==> src/rtl/alu_pkg.sv <==
// alu_pkg: shared definitions for the RV32I ALU-control decode slice.
// Holds the ALU op-code enumeration, the RV32I opcode/funct constants the
// decoder recognises, and the decoded-bundle struct registered by the decode
// stage.
package alu_pkg;

    // ALU operation codes driven on alu_ctrl.
    typedef enum logic [3:0] {
        ALU_ADD = 4'd0,
        ALU_SUB = 4'd1,
        ALU_XOR = 4'd2,
        ALU_OR  = 4'd3,
        ALU_AND = 4'd4,
        ALU_SLL = 4'd5,
        ALU_SRL = 4'd6,
        ALU_BEQ = 4'd7,
        ALU_BNE = 4'd8
    } alu_op_e;

    // RV32I major opcodes that this decoder understands.
    localparam logic [6:0] OPC_OP     = 7'b0110011;
    localparam logic [6:0] OPC_OP_IMM = 7'b0010011;
    localparam logic [6:0] OPC_BRANCH = 7'b1100011;

    // funct3 values for register/immediate arithmetic.
    localparam logic [2:0] F3_ADD_SUB = 3'b000;
    localparam logic [2:0] F3_SLL     = 3'b001;
    localparam logic [2:0] F3_XOR     = 3'b100;
    localparam logic [2:0] F3_SRL     = 3'b101;
    localparam logic [2:0] F3_OR      = 3'b110;
    localparam logic [2:0] F3_AND     = 3'b111;

    // funct3 values for conditional branches.
    localparam logic [2:0] F3_BEQ     = 3'b000;
    localparam logic [2:0] F3_BNE     = 3'b001;

    // funct7 values: base encoding and the SUB/SRA alternate encoding.
    localparam logic [6:0] F7_BASE    = 7'b0000000;
    localparam logic [6:0] F7_ALT     = 7'b0100000;

    // The ALU shifter only moves by one bit position.
    localparam logic [4:0] SHAMT_ONE  = 5'd1;

    // Width of the saturating illegal-instruction counter.
    localparam int ILLEGAL_CNT_W = 16;

    // Decoded instruction bundle handed to the execute stage.
    typedef struct packed {
        alu_op_e     alu_ctrl;
        logic [4:0]  rs1;
        logic [4:0]  rs2;
        logic [4:0]  rd;
        logic [31:0] imm;
        logic        use_imm;
        logic        reg_write;
        logic        is_branch;
        logic        illegal;
    } id_bundle_t;

endpackage

==> src/rtl/alu_ctrl_decode_imm_gen.sv <==
// imm_gen: combinational immediate generator.
// I-type words (OP-IMM) yield sign-extended imm[11:0]; B-type words (BRANCH)
// yield sign-extended {imm[12:1],0}; every other opcode yields zero.
module imm_gen
    import alu_pkg::*;
#(
    parameter int XLEN = 32
) (
    input  logic [31:0]     instr,
    output logic [XLEN-1:0] imm
);

    // 13-bit immediate before sign extension; bit 12 is the sign bit.
    logic [12:0] raw_imm;

    // rs1/funct3 bits carry no immediate information in I or B formats.
    logic unused_bits;
    assign unused_bits = ^instr[19:12];

    // Gather the immediate field according to the instruction format.
    always_comb begin
        raw_imm = '0;
        case (instr[6:0])
            OPC_OP_IMM: raw_imm = {instr[31], instr[31:20]};
            OPC_BRANCH: raw_imm = {instr[31], instr[7], instr[30:25],
                                   instr[11:8], 1'b0};
            default:    raw_imm = '0;
        endcase
    end

    // Copy the low bits and replicate the sign bit across the upper ones.
    genvar gi;
    generate
        for (gi = 0; gi < XLEN; gi++) begin : g_imm_bit
            if (gi < 13) begin : g_low
                assign imm[gi] = raw_imm[gi];
            end else begin : g_ext
                assign imm[gi] = raw_imm[12];
            end
        end
    endgenerate

endmodule

==> src/rtl/alu_ctrl_decode.sv <==
// alu_ctrl_decode: single-entry RV32I decode stage for a minimal ALU.
// Decodes ADD/SUB/XOR/OR/AND, their immediate forms, SLLI/SRLI by one and
// BEQ/BNE into an ALU control bundle, registered behind a valid/ready
// handshake that allows back-to-back hand-offs without bubbles.
// Optional feature: define ALU_DECODE_ILLEGAL_CNT_EN to add a 16-bit
// saturating count of accepted illegal instructions on output illegal_cnt.
module alu_ctrl_decode
    import alu_pkg::*;
#(
    parameter int XLEN = 32
) (
    input  logic            clk,
    input  logic            rst_n,
    input  logic            if_valid,
    input  logic [31:0]     if_instr,
    output logic            if_ready,
    input  logic            flush,
    input  logic            ex_ready,
    output logic            id_valid,
    output logic [3:0]      alu_ctrl,
    output logic [4:0]      rs1,
    output logic [4:0]      rs2,
    output logic [4:0]      rd,
    output logic [XLEN-1:0] imm,
    output logic            use_imm,
    output logic            reg_write,
    output logic            is_branch,
`ifdef ALU_DECODE_ILLEGAL_CNT_EN
    output logic            illegal,
    output logic [15:0]     illegal_cnt
`else
    output logic            illegal
`endif
);

    // Instruction fields.
    logic [6:0] opcode;
    logic [2:0] funct3;
    logic [6:0] funct7;
    logic [4:0] rs1_field;
    logic [4:0] rs2_field;
    logic [4:0] rd_field;

    assign opcode    = if_instr[6:0];
    assign rd_field  = if_instr[11:7];
    assign funct3    = if_instr[14:12];
    assign rs1_field = if_instr[19:15];
    assign rs2_field = if_instr[24:20];
    assign funct7    = if_instr[31:25];

    // Classification of the incoming word.
    alu_op_e    op_sel;
    logic       op_legal;
    logic       op_imm;
    logic       op_branch;

    // Immediate from the generator and the assembled bundle.
    logic [XLEN-1:0] imm_w;
    id_bundle_t      dec_bundle;

    // Pipeline register state.
    logic       id_valid_reg;
    logic       id_valid_next;
    id_bundle_t bundle_reg;
    id_bundle_t bundle_next;
    logic       capture;

    imm_gen #(
        .XLEN (XLEN)
    ) u_imm_gen (
        .instr (if_instr),
        .imm   (imm_w)
    );

    // Recognise the supported opcode/funct3/funct7 combinations.
    always_comb begin
        op_sel    = ALU_ADD;
        op_legal  = 1'b0;
        op_imm    = 1'b0;
        op_branch = 1'b0;
        case (opcode)
            OPC_OP: begin
                if (funct7 == F7_BASE) begin
                    op_legal = 1'b1;
                    case (funct3)
                        F3_ADD_SUB: op_sel = ALU_ADD;
                        F3_XOR:     op_sel = ALU_XOR;
                        F3_OR:      op_sel = ALU_OR;
                        F3_AND:     op_sel = ALU_AND;
                        default:    op_legal = 1'b0;
                    endcase
                end else if ((funct7 == F7_ALT) && (funct3 == F3_ADD_SUB)) begin
                    op_legal = 1'b1;
                    op_sel   = ALU_SUB;
                end
            end
            OPC_OP_IMM: begin
                op_imm   = 1'b1;
                op_legal = 1'b1;
                case (funct3)
                    F3_ADD_SUB: op_sel = ALU_ADD;
                    F3_XOR:     op_sel = ALU_XOR;
                    F3_OR:      op_sel = ALU_OR;
                    F3_AND:     op_sel = ALU_AND;
                    // The shifter moves by exactly one, so any other shamt
                    // (or a non-zero funct7) is rejected.
                    F3_SLL: begin
                        op_sel   = ALU_SLL;
                        op_legal = (funct7 == F7_BASE) && (rs2_field == SHAMT_ONE);
                    end
                    F3_SRL: begin
                        op_sel   = ALU_SRL;
                        op_legal = (funct7 == F7_BASE) && (rs2_field == SHAMT_ONE);
                    end
                    default:    op_legal = 1'b0;
                endcase
            end
            OPC_BRANCH: begin
                op_branch = 1'b1;
                op_legal  = 1'b1;
                case (funct3)
                    F3_BEQ:  op_sel = ALU_BEQ;
                    F3_BNE:  op_sel = ALU_BNE;
                    default: op_legal = 1'b0;
                endcase
            end
            default: op_legal = 1'b0;
        endcase
    end

    // Assemble the bundle; illegal words carry only their register fields.
    always_comb begin
        dec_bundle     = '0;
        dec_bundle.rs1 = rs1_field;
        dec_bundle.rs2 = rs2_field;
        dec_bundle.rd  = rd_field;
        if (op_legal) begin
            dec_bundle.alu_ctrl  = op_sel;
            dec_bundle.imm       = imm_w[31:0];
            dec_bundle.use_imm   = op_imm;
            dec_bundle.is_branch = op_branch;
            dec_bundle.reg_write = !op_branch && (rd_field != 5'd0);
        end else begin
            dec_bundle.illegal   = 1'b1;
        end
    end

    // The stage accepts whenever it is empty or its occupant leaves now.
    assign if_ready = !id_valid_reg || ex_ready;
    assign capture  = if_valid && if_ready && !flush;

    // Next-state: flush empties the stage, otherwise capture or drain.
    always_comb begin
        id_valid_next = id_valid_reg;
        bundle_next   = bundle_reg;
        if (flush) begin
            id_valid_next = 1'b0;
        end else if (capture) begin
            id_valid_next = 1'b1;
            bundle_next   = dec_bundle;
        end else if (ex_ready) begin
            id_valid_next = 1'b0;
        end
    end

    // Pipeline register; reset clears the valid flag and the whole bundle.
    always_ff @(posedge clk or negedge rst_n) begin
        if (!rst_n) begin
            id_valid_reg <= 1'b0;
            bundle_reg   <= '0;
        end else begin
            id_valid_reg <= id_valid_next;
            bundle_reg   <= bundle_next;
        end
    end

`ifdef ALU_DECODE_ILLEGAL_CNT_EN
    logic [ILLEGAL_CNT_W-1:0] illegal_cnt_reg;

    // Count accepted illegal words; capture already excludes flushed ones.
    always_ff @(posedge clk or negedge rst_n) begin
        if (!rst_n) begin
            illegal_cnt_reg <= '0;
        end else if (capture && dec_bundle.illegal && (illegal_cnt_reg != {ILLEGAL_CNT_W{1'b1}})) begin
            illegal_cnt_reg <= illegal_cnt_reg + 1'b1;
        end
    end

    assign illegal_cnt = illegal_cnt_reg;
`endif

    assign id_valid  = id_valid_reg;
    assign alu_ctrl  = bundle_reg.alu_ctrl;
    assign rs1       = bundle_reg.rs1;
    assign rs2       = bundle_reg.rs2;
    assign rd        = bundle_reg.rd;
    assign imm       = bundle_reg.imm;
    assign use_imm   = bundle_reg.use_imm;
    assign reg_write = bundle_reg.reg_write;
    assign is_branch = bundle_reg.is_branch;
    assign illegal   = bundle_reg.illegal;

endmodule

==> config.mk <==
export PLATFORM = sky130hd
export DESIGN_NAME = alu_ctrl_decode
export DESIGN_NICKNAME = d
export VERILOG_FILES = /design/src/rtl/alu_pkg.sv /design/src/rtl/alu_ctrl_decode_imm_gen.sv /design/src/rtl/alu_ctrl_decode.sv
export SDC_FILE = /design/constraint.sdc
export NUM_CORES = 1
export LEC_CHECK = 0
export ABC_CLOCK_PERIOD_IN_PS = 2100
export BUFFER_PORTS_ARGS = -buffer_cell sky130_fd_sc_hd__buf_2
export CORE_UTILIZATION = 46
export CTS_CLUSTER_SIZE = 8
export DETAILED_ROUTE_END_ITERATION = 10
export PLACE_DENSITY = 0.8
export REMOVE_ABC_BUFFERS = 1
export SETUP_SLACK_MARGIN = 0.2
export SYNTH_ARGS = -nofsm -noshare
export SYNTH_HDL_FRONTEND = slang
export SYNTH_SLANG_ARGS = --single-unit
==> constraint.sdc <==
create_clock -name clk -period 2.1 [get_ports clk]
set_input_delay 0.42 -clock clk [delete_from_list [all_inputs] [get_ports clk]]
set_output_delay 0.42 -clock clk [all_outputs]
set_load 0.01 [all_outputs]
==> results.sh <==
export IMPL_synth_area_um2=1923
export IMPL_vias_per_cell=5.241
export IMPL_fin_cells=348
export IMPL_initial_core_util_pct=48.08
export IMPL_synth_warning_count=0
export IMPL_max_freq_ghz=0.5878
export IMPL_stdcell_area_um2=2456
export IMPL_cts_max_level=2
export IMPL_cp_arrival_ns=1.88
export IMPL_numCtsBuffers=5
export IMPL_cts_tree="done"
export IMPL_dieArea_um2=4443
export IMPL_placed_cell_area_um2=2355
export IMPL_grt_pass1_vias=1525
export IMPL_cts_resized=0
export IMPL_finalSetupTns_ns=0
export IMPL_grt_setup_unrepaired="no"
export IMPL_drive_gt1_share_pct=41.61
export IMPL_worst_pin_slew_ns=0.8116
export IMPL_vias=1824
export IMPL_area_growth_pct=27.72
export IMPL_hold_path_class="input pin to asynchronous set/reset pin"
export IMPL_ir_worst_vdd_mv=0.3733
export IMPL_slew_headroom_pct=45.89
export IMPL_dieHeight_um=66.66
export IMPL_netlist_area_leader_share_pct=48.15
export IMPL_synth_edff_count=0
export IMPL_syn_inst=215
export IMPL_grt_ovfl_total=0
export IMPL_p_leak_nw=1.329
export IMPL_post_route_util_pct=61.40
export IMPL_worst_setup_path_end_kind="flop"
export IMPL_post_place_ws_ns=0.09313
export IMPL_hold_ws_ns=0.2191
export IMPL_synth_main_ff_cell="dfrtp_1"
export IMPL_clk_pin_slew_ns=0.07
export IMPL_grt_max_degree=38
export IMPL_syn_area_per_cell_um2=8.945
export IMPL_place_congestion=0.8555
export IMPL_ctsRootBufferMaster="clkbuf_8"
export IMPL_p_total_mw=1.671
export IMPL_groute_usage_overall_pct=22.02
export IMPL_yosysUniqueCellTypes=39
export IMPL_antenna_found_initial=0
export IMPL_largest_reg_flops=13
export IMPL_fillers=363
export IMPL_finClkSkew_ns=0.003461
export IMPL_antenna_left=0
export IMPL_run_status="completed"
export IMPL_clock_sinks=37
export IMPL_cts_hold_buf=0
export IMPL_core_area_um2=4000
export IMPL_max_cap_violations=0
export IMPL_wl_um=4556
export IMPL_clock_latency_ns=0.29
export IMPL_placed_cells=340
export IMPL_diodes=0
export IMPL_layout_min_cycle_time_ns=1.701
export IMPL_fin_ws_ns=0.3986
export IMPL_clock_path_buffers=2
export IMPL_ys_ff_latch=37
export IMPL_yosysSeqAreaShare_pct=48.15
export IMPL_io_buffers=93
export IMPL_yosys_top_cells_area="dfrtp_1, nand2_1, buf_4, o21ai_0, a31oi_4"
export IMPL_post_cts_buffers=0
export IMPL_routedWlPerCell_um=13.09
export IMPL_rows=23
export IMPL_drv_slew=0
export IMPL_path_class="input pin to flop"
export IMPL_drt_iter0_markers=120
export IMPL_drc=0
export IMPL_setup_viol=0
export IMPL_dp_hpwl_um=3412
export IMPL_first_pass_iters=4
export IMPL_yosysTopAreaCell="dfrtp_1"
export IMPL_grt_pass1_wl_um=7182
export IMPL_ios=94
export IMPL_die_w_um=66.66
export IMPL_power_density_nw_per_um2=680.2
export IMPL_fin_crit_sh_pct=81.02
export IMPL_required_ns=2.28
export IMPL_cp_max_fo=6
export IMPL_finalHoldViolCount=0
export IMPL_finalNetCount=334
export IMPL_synth_async_reset_ratio_pct=100.0
export IMPL_startpoint_type="input pin"
[where the power goes]
part           switching (mW)  leakage [nW]  internal [mW]
Combinational           0.182         0.794          0.130
Clock                   0.254        0.0542          0.297
Sequential             0.0313         0.481          0.777
Total                   0.467          1.33           1.20
[cells in the mapped netlist (2+ instances only)]
cell	number
a31oi_4	2
a22oi_1	5
o21ai_0	10
or4_1	2
nor2_1	11
inv_1	4
a21oi_1	8
nor4_1	2
nor3_1	3
nand2b_1	3
a31o_4	2
a211oi_2	2
a31oi_1	2
clkbuf_1	9
nand3b_1	2
nand2_1	71
buf_4	19
dfrtp_1	37
[final cells by class]
class / count / area (um2) / area share, %
Multi-Input combinational cell: 146 / 810.8 / 33.01
Clock buffer: 7 / 96.34 / 3.923
Inverter: 4 / 15.01 / 0.6113
Sequential cell: 37 / 925.9 / 37.70
Tap cell: 50 / 62.56 / 2.547
Clock inverter: 1 / 5.005 / 0.2038
Timing Repair Buffer: 103 / 540.5 / 22.01
[cell families after synthesis]
family | after synthesis | share of synthesized area [%]
DFF | 37 | 48.15
and+or+nand+nor | 106 | 25.37
AOI/OAI and AO/OA | 40 | 16.53
buffers and inverters | 32 | 9.954
[worst max-delay path, cell delays in order]
cell and delay (ns):
buf_2 0.10, or4_4 0.54, nor3_4 0.24, a31o_4 0.25, a31oi_4 0.15, a21o_1 0.18
[routing by layer]
metal	global-route usage (%)	up-vias	routed length (um)
li1	-	872	-
met1	28.90	863	2028
met2	34.22	81	2124
met3	6.507	8	336
met4	7.713	0	67
met5	0	-	0
[cells in the final DEF, fill, tap and decap left out, types with 2 or more instances in the layout]
| cell type | instances |
|---|---|
| a211oi_2 | 2 |
| a21oi_1 | 8 |
| a22oi_1 | 5 |
| a31o_4 | 2 |
| a31oi_1 | 2 |
| a31oi_4 | 2 |
| buf_2 | 93 |
| buf_4 | 10 |
| clkbuf_8 | 7 |
| dfrtp_1 | 37 |
| inv_1 | 4 |
| nand2_1 | 71 |
| nand2b_1 | 3 |
| nand3b_1 | 2 |
| nor2_1 | 11 |
| nor3_1 | 3 |
| nor4_1 | 2 |
| o21ai_0 | 10 |
| or4_1 | 2 |
[final timing paths]
path | startpoint | to | slack, ns | cells past startpoint
hold reg to reg | rd[0]$_DFFE_PN0P_ | rd[0]$_DFFE_PN0P_ | 0.47 | 2
hold / removal | rst_n | rs2[1]$_DFFE_PN0P_ | 0.22 | 1
setup / recovery | if_instr[27] | illegal$_DFFE_PN0P_ | 0.40 | 6
setup reg to reg | id_valid$_DFFE_PN0P_ | imm[5]$_DFFE_PN0P_ | 0.48 | 5
max in group asynchronous | rst_n | rs1[2]$_DFFE_PN0P_ | 1.37 | 1
min in group clk | if_instr[15] | rs1[0]$_DFFE_PN0P_ | 0.31 | 3
Note: power is estimated with default switching activity, not from simulation.
